==> config.mk <==
export PLATFORM = sky130hd
export DESIGN_NAME = irig_frame_sync
export DESIGN_NICKNAME = d
export VERILOG_FILES = /design/src/rtl/irig_frame_sync.sv
export SDC_FILE = /design/constraint.sdc
export NUM_CORES = 1
export LEC_CHECK = 0
export ABC_CLOCK_PERIOD_IN_PS = 4530
export CAP_MARGIN = 10
export CORE_MARGIN = 2
export CORE_UTILIZATION = 50
export CTS_CLUSTER_DIAMETER = 60
export DETAILED_ROUTE_END_ITERATION = 10
export PLACE_DENSITY_LB_ADDON = 0.12
export SYNTH_ARGS = -nofsm -noshare
export SYNTH_HDL_FRONTEND = slang
export SYNTH_SLANG_ARGS = --single-unit
==> constraint.sdc <==
create_clock -name clk -period 4.53 [get_ports clk]
set_input_delay 0.906 -clock clk [delete_from_list [all_inputs] [get_ports clk]]
set_output_delay 0.906 -clock clk [all_outputs]
set_load 0.02 [all_outputs]
==> src/rtl/irig_frame_sync.sv <==
// IRIG frame synchroniser: locks to the double-marker frame reference, checks marker spacing
// every field and emits indexed data-bit strobes, frame/PPS pulses and framing-error statistics.
module irig_frame_sync #(
    parameter int FIELDS      = 10,
    parameter int BITS        = 9,
    parameter int LOCK_FRAMES = 2,
    parameter int ERR_W       = 16,
    localparam int FW = (FIELDS > 1) ? $clog2(FIELDS) : 1,
    localparam int BW = (BITS > 0) ? $clog2(BITS + 1) : 1
) (
    input  logic             clk,
    input  logic             rst_n,
    input  logic             irig_d0,
    input  logic             irig_d1,
    input  logic             irig_mark,
    output logic             locked,
    output logic             frame_start,
    output logic             pps_gate,
    output logic             bit_strobe,
    output logic [FW-1:0]    field_idx,
    output logic [BW-1:0]    bit_idx,
    output logic             bit_value,
    output logic             sym_err,
    output logic [ERR_W-1:0] err_count
);

    localparam int GW = (LOCK_FRAMES > 0) ? $clog2(LOCK_FRAMES + 1) : 1;
    localparam logic [BW-1:0] BITS_C     = BW'(BITS);
    localparam logic [FW-1:0] FIELD_LAST = FW'(FIELDS - 1);
    localparam logic [GW-1:0] GOOD_MAX   = GW'(LOCK_FRAMES);

    typedef enum logic [1:0] {UNLOCKED, PRELOCK, FRAME, ENDMARK} state_e;

    state_e           state_q, state_d;
    logic [FW-1:0]    field_cnt_q, field_cnt_d;
    logic [BW-1:0]    bit_cnt_q, bit_cnt_d;
    logic [GW-1:0]    good_cnt_q, good_cnt_d;
    logic [ERR_W-1:0] err_count_q, err_count_d;
    logic             locked_q, locked_d;
    logic             frame_start_q, frame_start_d;
    logic             pps_gate_q, pps_gate_d;
    logic             bit_strobe_q, bit_strobe_d;
    logic [FW-1:0]    field_idx_q, field_idx_d;
    logic [BW-1:0]    bit_idx_q, bit_idx_d;
    logic             bit_value_q, bit_value_d;
    logic             sym_err_q, sym_err_d;

    logic is_idle, is_mark, is_data, is_illegal;
    logic err_det, frame_ref, data_ok;

    // A symbol is legal only when exactly one strobe is high.
    assign is_idle    = !(irig_d0 || irig_d1 || irig_mark);
    assign is_mark    = irig_mark && !irig_d0 && !irig_d1;
    assign is_data    = (irig_d0 ^ irig_d1) && !irig_mark;
    assign is_illegal = !is_idle && !is_mark && !is_data;
    assign data_ok    = (state_q == FRAME) && is_data && (bit_cnt_q < BITS_C);

    // NOTE: sequential state uses non-blocking assignments so every register samples pre-edge values.
    always_ff @(posedge clk or negedge rst_n) begin
        if (!rst_n) begin
            state_q       <= UNLOCKED;
            field_cnt_q   <= '0;
            bit_cnt_q     <= '0;
            good_cnt_q    <= '0;
            err_count_q   <= '0;
            locked_q      <= 1'b0;
            frame_start_q <= 1'b0;
            pps_gate_q    <= 1'b0;
            bit_strobe_q  <= 1'b0;
            field_idx_q   <= '0;
            bit_idx_q     <= '0;
            bit_value_q   <= 1'b0;
            sym_err_q     <= 1'b0;
        end else begin
            state_q       <= state_d;
            field_cnt_q   <= field_cnt_d;
            bit_cnt_q     <= bit_cnt_d;
            good_cnt_q    <= good_cnt_d;
            err_count_q   <= err_count_d;
            locked_q      <= locked_d;
            frame_start_q <= frame_start_d;
            pps_gate_q    <= pps_gate_d;
            bit_strobe_q  <= bit_strobe_d;
            field_idx_q   <= field_idx_d;
            bit_idx_q     <= bit_idx_d;
            bit_value_q   <= bit_value_d;
            sym_err_q     <= sym_err_d;
        end
    end

    // NOTE: every combinational output gets a default first, so no path can infer a latch.
    always_comb begin
        state_d     = state_q;
        field_cnt_d = field_cnt_q;
        bit_cnt_d   = bit_cnt_q;
        good_cnt_d  = good_cnt_q;
        err_det     = 1'b0;
        frame_ref   = 1'b0;
        unique case (state_q)
            UNLOCKED: if (is_mark) state_d = PRELOCK;
            PRELOCK: begin
                if (is_mark) begin
                    state_d     = FRAME;
                    field_cnt_d = '0;
                    bit_cnt_d   = '0;
                    frame_ref   = 1'b1;
                end else if (!is_idle) begin
                    state_d = UNLOCKED;
                end
            end
            FRAME: begin
                if (is_illegal) begin
                    err_det = 1'b1;
                end else if (is_data) begin
                    if (bit_cnt_q < BITS_C) bit_cnt_d = bit_cnt_q + BW'(1);
                    else                    err_det   = 1'b1;
                end else if (is_mark) begin
                    if (bit_cnt_q != BITS_C) begin
                        err_det = 1'b1;
                    end else if (field_cnt_q == FIELD_LAST) begin
                        state_d = ENDMARK;
                    end else begin
                        field_cnt_d = field_cnt_q + FW'(1);
                        bit_cnt_d   = '0;
                    end
                end
            end
            ENDMARK: begin
                if (is_mark) begin
                    state_d     = FRAME;
                    field_cnt_d = '0;
                    bit_cnt_d   = '0;
                    frame_ref   = 1'b1;
                    if (good_cnt_q != GOOD_MAX) good_cnt_d = good_cnt_q + GW'(1);
                end else if (!is_idle) begin
                    err_det = 1'b1;
                end
            end
            default: state_d = UNLOCKED;
        endcase
        // A mark that breaks framing may itself be the next frame reference's first marker.
        if (err_det) begin
            good_cnt_d = '0;
            state_d    = is_mark ? PRELOCK : UNLOCKED;
        end
    end

    always_comb begin
        frame_start_d = frame_ref;
        pps_gate_d    = frame_ref && (state_q == ENDMARK) && (good_cnt_d == GOOD_MAX);
        locked_d      = (good_cnt_d == GOOD_MAX);
        sym_err_d     = err_det;
        bit_strobe_d  = 1'b0;
        field_idx_d   = field_idx_q;
        bit_idx_d     = bit_idx_q;
        bit_value_d   = bit_value_q;
        err_count_d   = err_count_q;
        if (data_ok) begin
            bit_strobe_d = locked_q;
            field_idx_d  = field_cnt_q;
            bit_idx_d    = bit_cnt_q;
            bit_value_d  = irig_d1;
        end
        if (err_det && (err_count_q != '1)) err_count_d = err_count_q + ERR_W'(1);
    end

    assign locked      = locked_q;
    assign frame_start = frame_start_q;
    assign pps_gate    = pps_gate_q;
    assign bit_strobe  = bit_strobe_q;
    assign field_idx   = field_idx_q;
    assign bit_idx     = bit_idx_q;
    assign bit_value   = bit_value_q;
    assign sym_err     = sym_err_q;
    assign err_count   = err_count_q;

endmodule

==> results of run 1 <==
[routing by layer]
metal	track usage, %	up-vias	part of all wire (%)
met4	6.50	0	1.4
met2	32.6	31	51
met5	0	-	0
met3	4.22	6	4.3
met1	22.4	715	43
li1	-	714	-
[state kept, by name, summed over array words and instances, names as in the netlist]
signal / flops
err_count: 16
bit_cnt_q: 4
bit_idx: 4
field_cnt_q: 4
field_idx: 4
good_cnt_q: 2
state_q: 2
bit_strobe: 1
bit_value: 1
frame_start: 1
locked: 1
pps_gate: 1
sym_err: 1
[final cells by class]
| type | count | area share [%] |
|---|---|---|
| multi-input combinational | 124 | 37.3 |
| sequential | 42 | 41.5 |
| clock inverter | 1 | 0.197 |
| clock buffer | 7 | 3.41 |
| timing repair buffer | 34 | 13.2 |
| inverter | 13 | 1.92 |
| tap | 50 | 2.47 |
[power groups by stage]
stage | logic (mW) | registers (mW) | clock network [mW]
CTS | 0.380 | 0.539 | 0.256
finish | 0.374 | 0.539 | 0.249
floorplan | 0.198 | 0.580 | 0
detailed placement | 0.378 | 0.547 | 0
global route | 0.414 | 0.554 | 0.271
global placement | 0.369 | 0.543 | 0
[worst reg2reg max path: cells and delay by family, from the launching register on]
kind / cells / cell delay, ns
AOI/OAI and AO/OA: 2 / 0.58
adders and majority gates: 1 / 0.18
buffers and inverters: 1 / 0.07
DFF: 1 / 0.46
muxes: 1 / 0.35
and+or+nand+nor: 2 / 0.38
[cell usage in the layout, fill, tap and decap left out, drive strengths merged]
master         netlist  final
xor2                 4      4
a221oi               1      1
nand4                6      6
xnor2               12     12
and3                 5      5
a21oi                8      8
o41ai                1      1
or3b                 1      1
and2                 2      2
o21ai                3      3
o2111ai              1      1
nor3                 1      1
clkinv               1      2
nor2                13     13
nand3               10     10
o21ba                1      1
mux2                11     11
a311o                1      1
nand2               17     17
clkdlybuf4s50        0     33
and4                 3      3
and2b                1      1
a41oi                2      2
nand4b               1      1
o21a                 2      2
dfrtp               42     42
nand4bb              1      1
and3b                1      1
nand3b               1      1
o22a                 1      1
nor2b                1      1
clkbuf               1      7
ha                   9      9
inv                 12     12
o211ai               1      1
buf                  5      1
nor3b                2      2
[cells by family (layout without fill, tap and decap cells)]
logic type	after synthesis	after routing	synth area share (%)
DFF	42	42	50.5
buffers and inverters	19	55	4.03
adders and majority gates	9	9	5.41
AOI/OAI and AO/OA	22	22	8.30
and+or+nand+nor	66	66	19.1
muxes	11	11	5.95
xor gates and xnor gates	16	16	6.73
[through the flow]
step	util [%]	cell area, um2	hold WS, ns
3_5_place_dp	61.1	2440	0.470
6_report	63.4	2530	0.489
3_3_place_gp	61.1	2440	0.466
5_1_grt	63.4	2530	0.510
4_1_cts	63.4	2530	0.489
2_1_floorplan	-	2080	0.501
[how the worst min path moves through the flow]
stage	start	to	slack, ns	depth (start not counted)
CTS	locked	bit_strobe	0.49	1
detailed placement	locked	bit_strobe	0.47	1
finish	locked	bit_strobe	0.49	1
floorplan	good_cnt_q[0]	good_cnt_q[0]	0.50	2
global placement	locked	bit_strobe	0.47	1
global route	locked	bit_strobe	0.51	1
==> metrics.md, run 1 <==
| Metric | Value |
|---|---|
| Peak VDD IR | 0.361 mV |
| CP Capture Point | err_count[1] |
| Clock sinks | 42 |
| Port bufs | 34 |
| Post-CTS Setup Inserts | 0 |
| Largest cells by area after synthesis | dfrtp_1 (51%), mux2_2 (6.0%), ha_1 (5.4%), xnor2_1 (5.1%), nand2_1 (3.1%) |
| Critical Path RT | 4.71 ns |
| Final slew viol count | 0 |
| Synthesized area | about 2100 um2 |
| RSZ-0062 raised after global routing | no |
| Core area | around 4000 um2 |
| Seq/Total Area, Yosys | roughly half |
| IO Count | 35 |
| Reg-to-reg slack, setup | ~2.4 ns |
| Static leakage | approximately 1.1 nW |
| Max Clk Rate | about 0.33 GHz |
| Yosys reg bits | 42 |
| Layout Cells excl Fill | ~270 |
| Status | completed |
| Clock Latency Late Sink | 0.29 ns |
| Clk slew on worst S/H paths | 0.08 ns |
| Min cycle time layout | 3.03 ns |
| Cts hold-fix bufs | 0 |
| Largest net degree at the start of global routing | 43 |
| First-iteration detailed-routing DRC count | ~110 |
| DP HPWL | around 2800 um |
| Clock Path Buffers | 2 |
| Startpoint types | input pin |
| Reg power frac | 46.4% |
| Die height | ~69 um |
| Sw Share | between 30% and 40% |
| GPL Wtd Cong | just over 0.7 |
| CP Data Arrival Time | ~3.2 ns |
| CTS Buf Count | 5 |
| Row count | 23 |
| Crit end category | flop |
| Root Driver | clkbuf_8 |
| Initial Util | between 50 and 60% |
| Largest area contributor in the netlist | dfrtp_1 |
| Worst Max-Slew Pin Slew | about 0.91 ns |
| GRT Residual Overflow | 0 |
| Post-placement cell count | about 260 |
| Number of diodes | 0 |
| Crit-path slowest cell | clkdlybuf4s50_1 |
| Most common flop cell mapped by yosys | dfrtp_1 |
| Async S/R FF share, synth | between 90% and 100% |
| Setup violators final | 0 |
| Period utilization | approximately 67% |
| Multi-input gate area | roughly 950 um2 |
| # fillers | around 320 |
| Vias after detailed routing | 1466 |
| Antenna Violating Nets Remaining | 0 |
| Cell Chain, Critical Path | clkdlybuf4s50_1 -> inv_1 -> ha_1 -> and2b_4 -> nor3b_2 -> a311o_2 -> o21a_4 -> mux2_2 |
| Clk pwr share | about a fifth |
| DP Worst Slack | ~1.2 ns |
| Post-synthesis instance total | roughly 190 |
| CP max FO | 13 |
| Share of the synthesized area in the top cell type | between 50% and 60% |
| # resized after CTS | 0 |
| Bufs and invs on worst path | 2 |
| First-pass GRT wire length | ~6500 um |
| Combinational cell fraction of total power | 32.2% |
| Storage cell area | about 1100 um2 |
| Final WS setup | approximately 1.5 ns |
| Most frequent cell after synthesis | dfrtp_1 |
| Critical Path Max Stage Delay | 0.51 ns |
| Area of the die | between 4000 and 5000 um2 |
| Rel. slew slack | just under 40% |
| EDFF count, synth | 0 |
| PD cells | about 460 nW/um2 |
| Levels on crit path | 8 |
| Cell family with most CP delay | compound AO/OA/AOI/OAI gates |
| TNS Setup | 0 ns |
| Vias/cell | 5.41 |
| Crit Path Category | input pin to flop |
| Nets | approximately 230 |
| Post-Route Skew | around 0.0052 ns |
| Hold WC Path Type | flop to flop |
| # DRC | 0 |
| Drt first pass iters | 5 |
| Fin. Hold Viols | 0 |
| Pint | between 0.7 and 0.8 mW |
| Sw power | 0.402 mW |
| WL per Instance | between 10 and 15 um |
| CTS tree | built |
| Total track usage | 18.6% |
| Area grow syn2layout | 21.8% |
| Max cap viols | 0 |
| Routed WL | slightly below 4000 um |
| Die Span X | 68.5 um |
| Tot Pwr | 1.16 mW |
| CP startpoint | irig_d0 |
| Reg2reg path depth | 7 |
| Mapped Nets | 199 |
| H-Tree Level Count | 2 |
| Layout cells sized above 1 | 15.8% |
| Avg Cell Area, Syn | approximately 11 um2 |
| Initial antenna violation count | 0 |
| Syn. warnings | 0 |
| Yosys cell types | 42 |
| R2R Path Start | bit_cnt_q[0] |
| Top post-synthesis cells by count | dfrtp_1 (42), nand2_1 (17), nor2_1 (13), inv_1 (12), xnor2_1 (12) |
| Via count of the first global-routing pass | about 1500 |
| R2R Path End | err_count[1] |
Power figures use the tool's default switching activity.
==> run 2: changes to the inputs <==
--- a/config.mk
+++ b/config.mk
@@ -5,10 +5,10 @@
 export SDC_FILE = /design/constraint.sdc
 export NUM_CORES = 1
 export LEC_CHECK = 0
-export ABC_CLOCK_PERIOD_IN_PS = 4530
+export ABC_CLOCK_PERIOD_IN_PS = 2600
 export CAP_MARGIN = 10
 export CORE_MARGIN = 2
-export CORE_UTILIZATION = 50
+export CORE_UTILIZATION = 47
 export CTS_CLUSTER_DIAMETER = 60
 export DETAILED_ROUTE_END_ITERATION = 10
 export PLACE_DENSITY_LB_ADDON = 0.12
==> constraint.sdc (replaced) <==
create_clock -name clk -period 2.6 [get_ports clk]
set_input_delay 0.52 -clock clk [delete_from_list [all_inputs] [get_ports clk]]
set_output_delay 0.52 -clock clk [all_outputs]
set_load 0.02 [all_outputs]
==> run 2 against run 1 <==
  * Clock-buffer cell count unchanged
  * Critical path depth up 2
  * Cell count up 4.8%
  * Clock skew down 0.0011 ns
  * Critical path type unchanged
==> metrics.md, run 2 (synthesized netlist as in run 1, its figures left out) <==
| Metric | Value |
|---|---|
| Post-placement cell area | 2530 um2 (was 2440 um2) |
| TNS Setup | 0 ns (unchanged) |
| Rel. slew slack | 38.7% (was 39.4%) |
| Largest net degree at the start of global routing | 43 (unchanged) |
| Max Clk Rate | ~0.42 GHz |
| Vias after detailed routing | 1502 (was 1466) |
| Pint | 1.43 mW (was 0.760 mW) |
| Die height | 70.5 um (was 68.5 um) |
| IO Count | 35 (unchanged) |
| Core area | 4290 um2 (was 4000 um2) |
| Period utilization | about nine tenths |
| Port bufs | 34 (unchanged) |
| Initial Util | 48.5% (was 52.0%) |
| Fin. Hold Viols | 0 (unchanged) |
| Final slew viol count | 0 (unchanged) |
| Row count | 24 (was 23) |
| Area of the die | 4980 um2 (was 4690 um2) |
| Peak VDD IR | 0.492 mV (was 0.361 mV) |
| Cts hold-fix bufs | 0 (unchanged) |
| Layout Cells excl Fill | 284 (was 271) |
| CTS Buf Count | 5 (unchanged) |
| CP Data Arrival Time | 2.55 ns (was 3.21 ns) |
| RSZ-0062 raised after global routing | no (unchanged) |
| Initial antenna violation count | 0 (unchanged) |
| Static leakage | 1.18 nW (was 1.12 nW) |
| Status | completed (unchanged) |
| Startpoint types | input pin (unchanged) |
| Nets | 245 (was 234) |
| Max reg flops | 16 (unchanged) |
| Commonest non-fill, non-tap cells in the layout | dfrtp_1 (42), clkdlybuf4s50_1 (33), nand2_1 (17), nor2_1 (13) (unchanged) |
| Final WS setup | 0.220 ns (was 1.50 ns) |
| Tot Pwr | 2.13 mW (was 1.16 mW) |
| Clock sinks | 42 (unchanged) |
| Vias/cell | 5.29 (was 5.41) |
| H-Tree Level Count | 2 (unchanged) |
| Most common cell after layout, fill and taps aside | dfrtp_1 (unchanged) |
| CTS tree | built (unchanged) |
| Combinational cell fraction of total power | 32.3% (was 32.2%) |
| Setup violators final | 0 (unchanged) |
| Area grow syn2layout | 26.6% (was 21.8%) |
| Routed WL | 4070 um (was 3870 um) |
| Root Driver | clkbuf_8 (unchanged) |
| Clock Path Buffers | 2 (unchanged) |
| Die Span X | 70.5 um (was 68.5 um) |
| PD cells | 809 nW/um2 (was 459 nW/um2) |
| Drt first pass iters | 4 (was 5) |
| CP max FO | 11 (was 13) |
| Clock Latency Late Sink | 0.29 ns (about the same) |
| Post-CTS Setup Inserts | 0 (unchanged) |
| Clk slew on worst S/H paths | 0.08 ns (about the same) |
| Reg-to-reg slack, setup | 0.61 ns (was 2.39 ns) |
| Min cycle time layout | ~2.4 ns |
| First-pass GRT wire length | 7160 um (was 6500 um) |
| DP HPWL | 2970 um (was 2800 um) |
| Total track usage | 18.0% (was 18.6%) |
| Sw power | 0.706 mW (was 0.402 mW) |
| Worst Max-Slew Pin Slew | 0.919 ns (was 0.909 ns) |
| Critical Path RT | 2.77 ns (was 4.71 ns) |
| GPL Wtd Cong | 0.896 (was 0.726) |
| WL per Instance | 14.3 um (about the same) |
| Number of diodes | 0 (unchanged) |
| Hold WC Path Type | input pin to async pin (was flop to flop) |
| # DRC | 0 (unchanged) |
| Antenna Violating Nets Remaining | 0 (unchanged) |
| Post-placement cell count | 276 (was 263) |
| Sw Share | 33.1% (was 34.6%) |
| Post-Route Skew | 0.00407 ns (was 0.00521 ns) |
| Crit Path Category | input pin to flop (unchanged) |
| GRT Residual Overflow | 0 (unchanged) |
| Clk pwr share | 23.5% (was 21.4%) |
| First-iteration detailed-routing DRC count | 102 (was 108) |
| Cell area after layout | 2640 um2 (was 2530 um2) |
| CP startpoint | irig_d0 (unchanged) |
| Reg power frac | 44.3% (was 46.4%) |
| Crit end category | flop (unchanged) |
| DP Worst Slack | -0.0952 ns (was 1.17 ns) |
| R2R Path Start | bit_cnt_q[1] (was bit_cnt_q[0]) |
| # resized after CTS | 0 (unchanged) |
| Via count of the first global-routing pass | 1600 (was 1450) |
| Layout cells sized above 1 | 19.4% (was 15.8%) |
| Max cap viols | 0 (unchanged) |
[run 2: final timing paths]
| kind | endpoint | cells after the start |
|---|---|---|
| setup / recovery | err_count[3] | 10 |
| hold / removal | bit_cnt_q[1] | 1 |
| setup reg to reg | state_q[0] | 8 |
| hold reg to reg | bit_idx[3] | 1 |
| max in group asynchronous | err_count[10] | 1 |
| min in group clk | bit_idx[3] | 1 |
[run 2: critical path: stages]
cell and delay [ns]:
clkdlybuf4s50_1 0.48, inv_1 0.07, ha_1 0.30, and2b_4 0.17
nor3b_2 0.20, a311o_2 0.25, o21a_4 0.21, buf_4 0.14
nand3_2 0.07, xnor2_1 0.14
[run 2: power by group through the flow]
stage | clock network [mW] | registers, mW | logic, mW
after floorplan | 0 | 1.01 | 0.345
after global placement | 0 | 0.946 | 0.678
after detailed placement | 0 | 0.959 | 0.698
after CTS | 0.521 | 0.946 | 0.700
after global routing | 0.550 | 0.972 | 0.761
final | 0.501 | 0.944 | 0.688
[run 2: stage by stage]
stage / util, % / hold slack (ns)
floorplan: - / 0.224
global placement: 58.9 / 0.468
detailed placement: 58.9 / 0.479
CTS: 61.4 / 0.402
global route: 61.4 / 0.447
finish: 61.4 / 0.363
[run 2: layout make-up]
cell class | count | area, um2
Tap cell | 52 | 65.1
Clock inverter | 1 | 30.0
Timing Repair Buffer | 45 | 418
Multi-Input combinational cell | 124 | 946
Fill cell | 352 | 1660
Clock buffer | 7 | 76.3
Inverter | 13 | 48.8
Sequential cell | 42 | 1050
[run 2: layer usage]
| metal | track usage, % | vias up | part of all wire (%) |
|---|---|---|---|
| li1 | - | 728 | - |
| met1 | 21.2 | 734 | 42 |
| met2 | 32.1 | 33 | 52 |
| met3 | 3.85 | 7 | 4.1 |
| met4 | 6.92 | 0 | 1.6 |
| met5 | 0 | - | 0 |
==> run 3: changes to the inputs <==
--- a/config.mk
+++ b/config.mk
@@ -5,7 +5,6 @@
 export SDC_FILE = /design/constraint.sdc
 export NUM_CORES = 1
 export LEC_CHECK = 0
-export ABC_CLOCK_PERIOD_IN_PS = 2600
 export CAP_MARGIN = 10
 export CORE_MARGIN = 2
 export CORE_UTILIZATION = 47
==> results of run 3 <==
Final layout, timing and power as in run 2 (identical DEF).
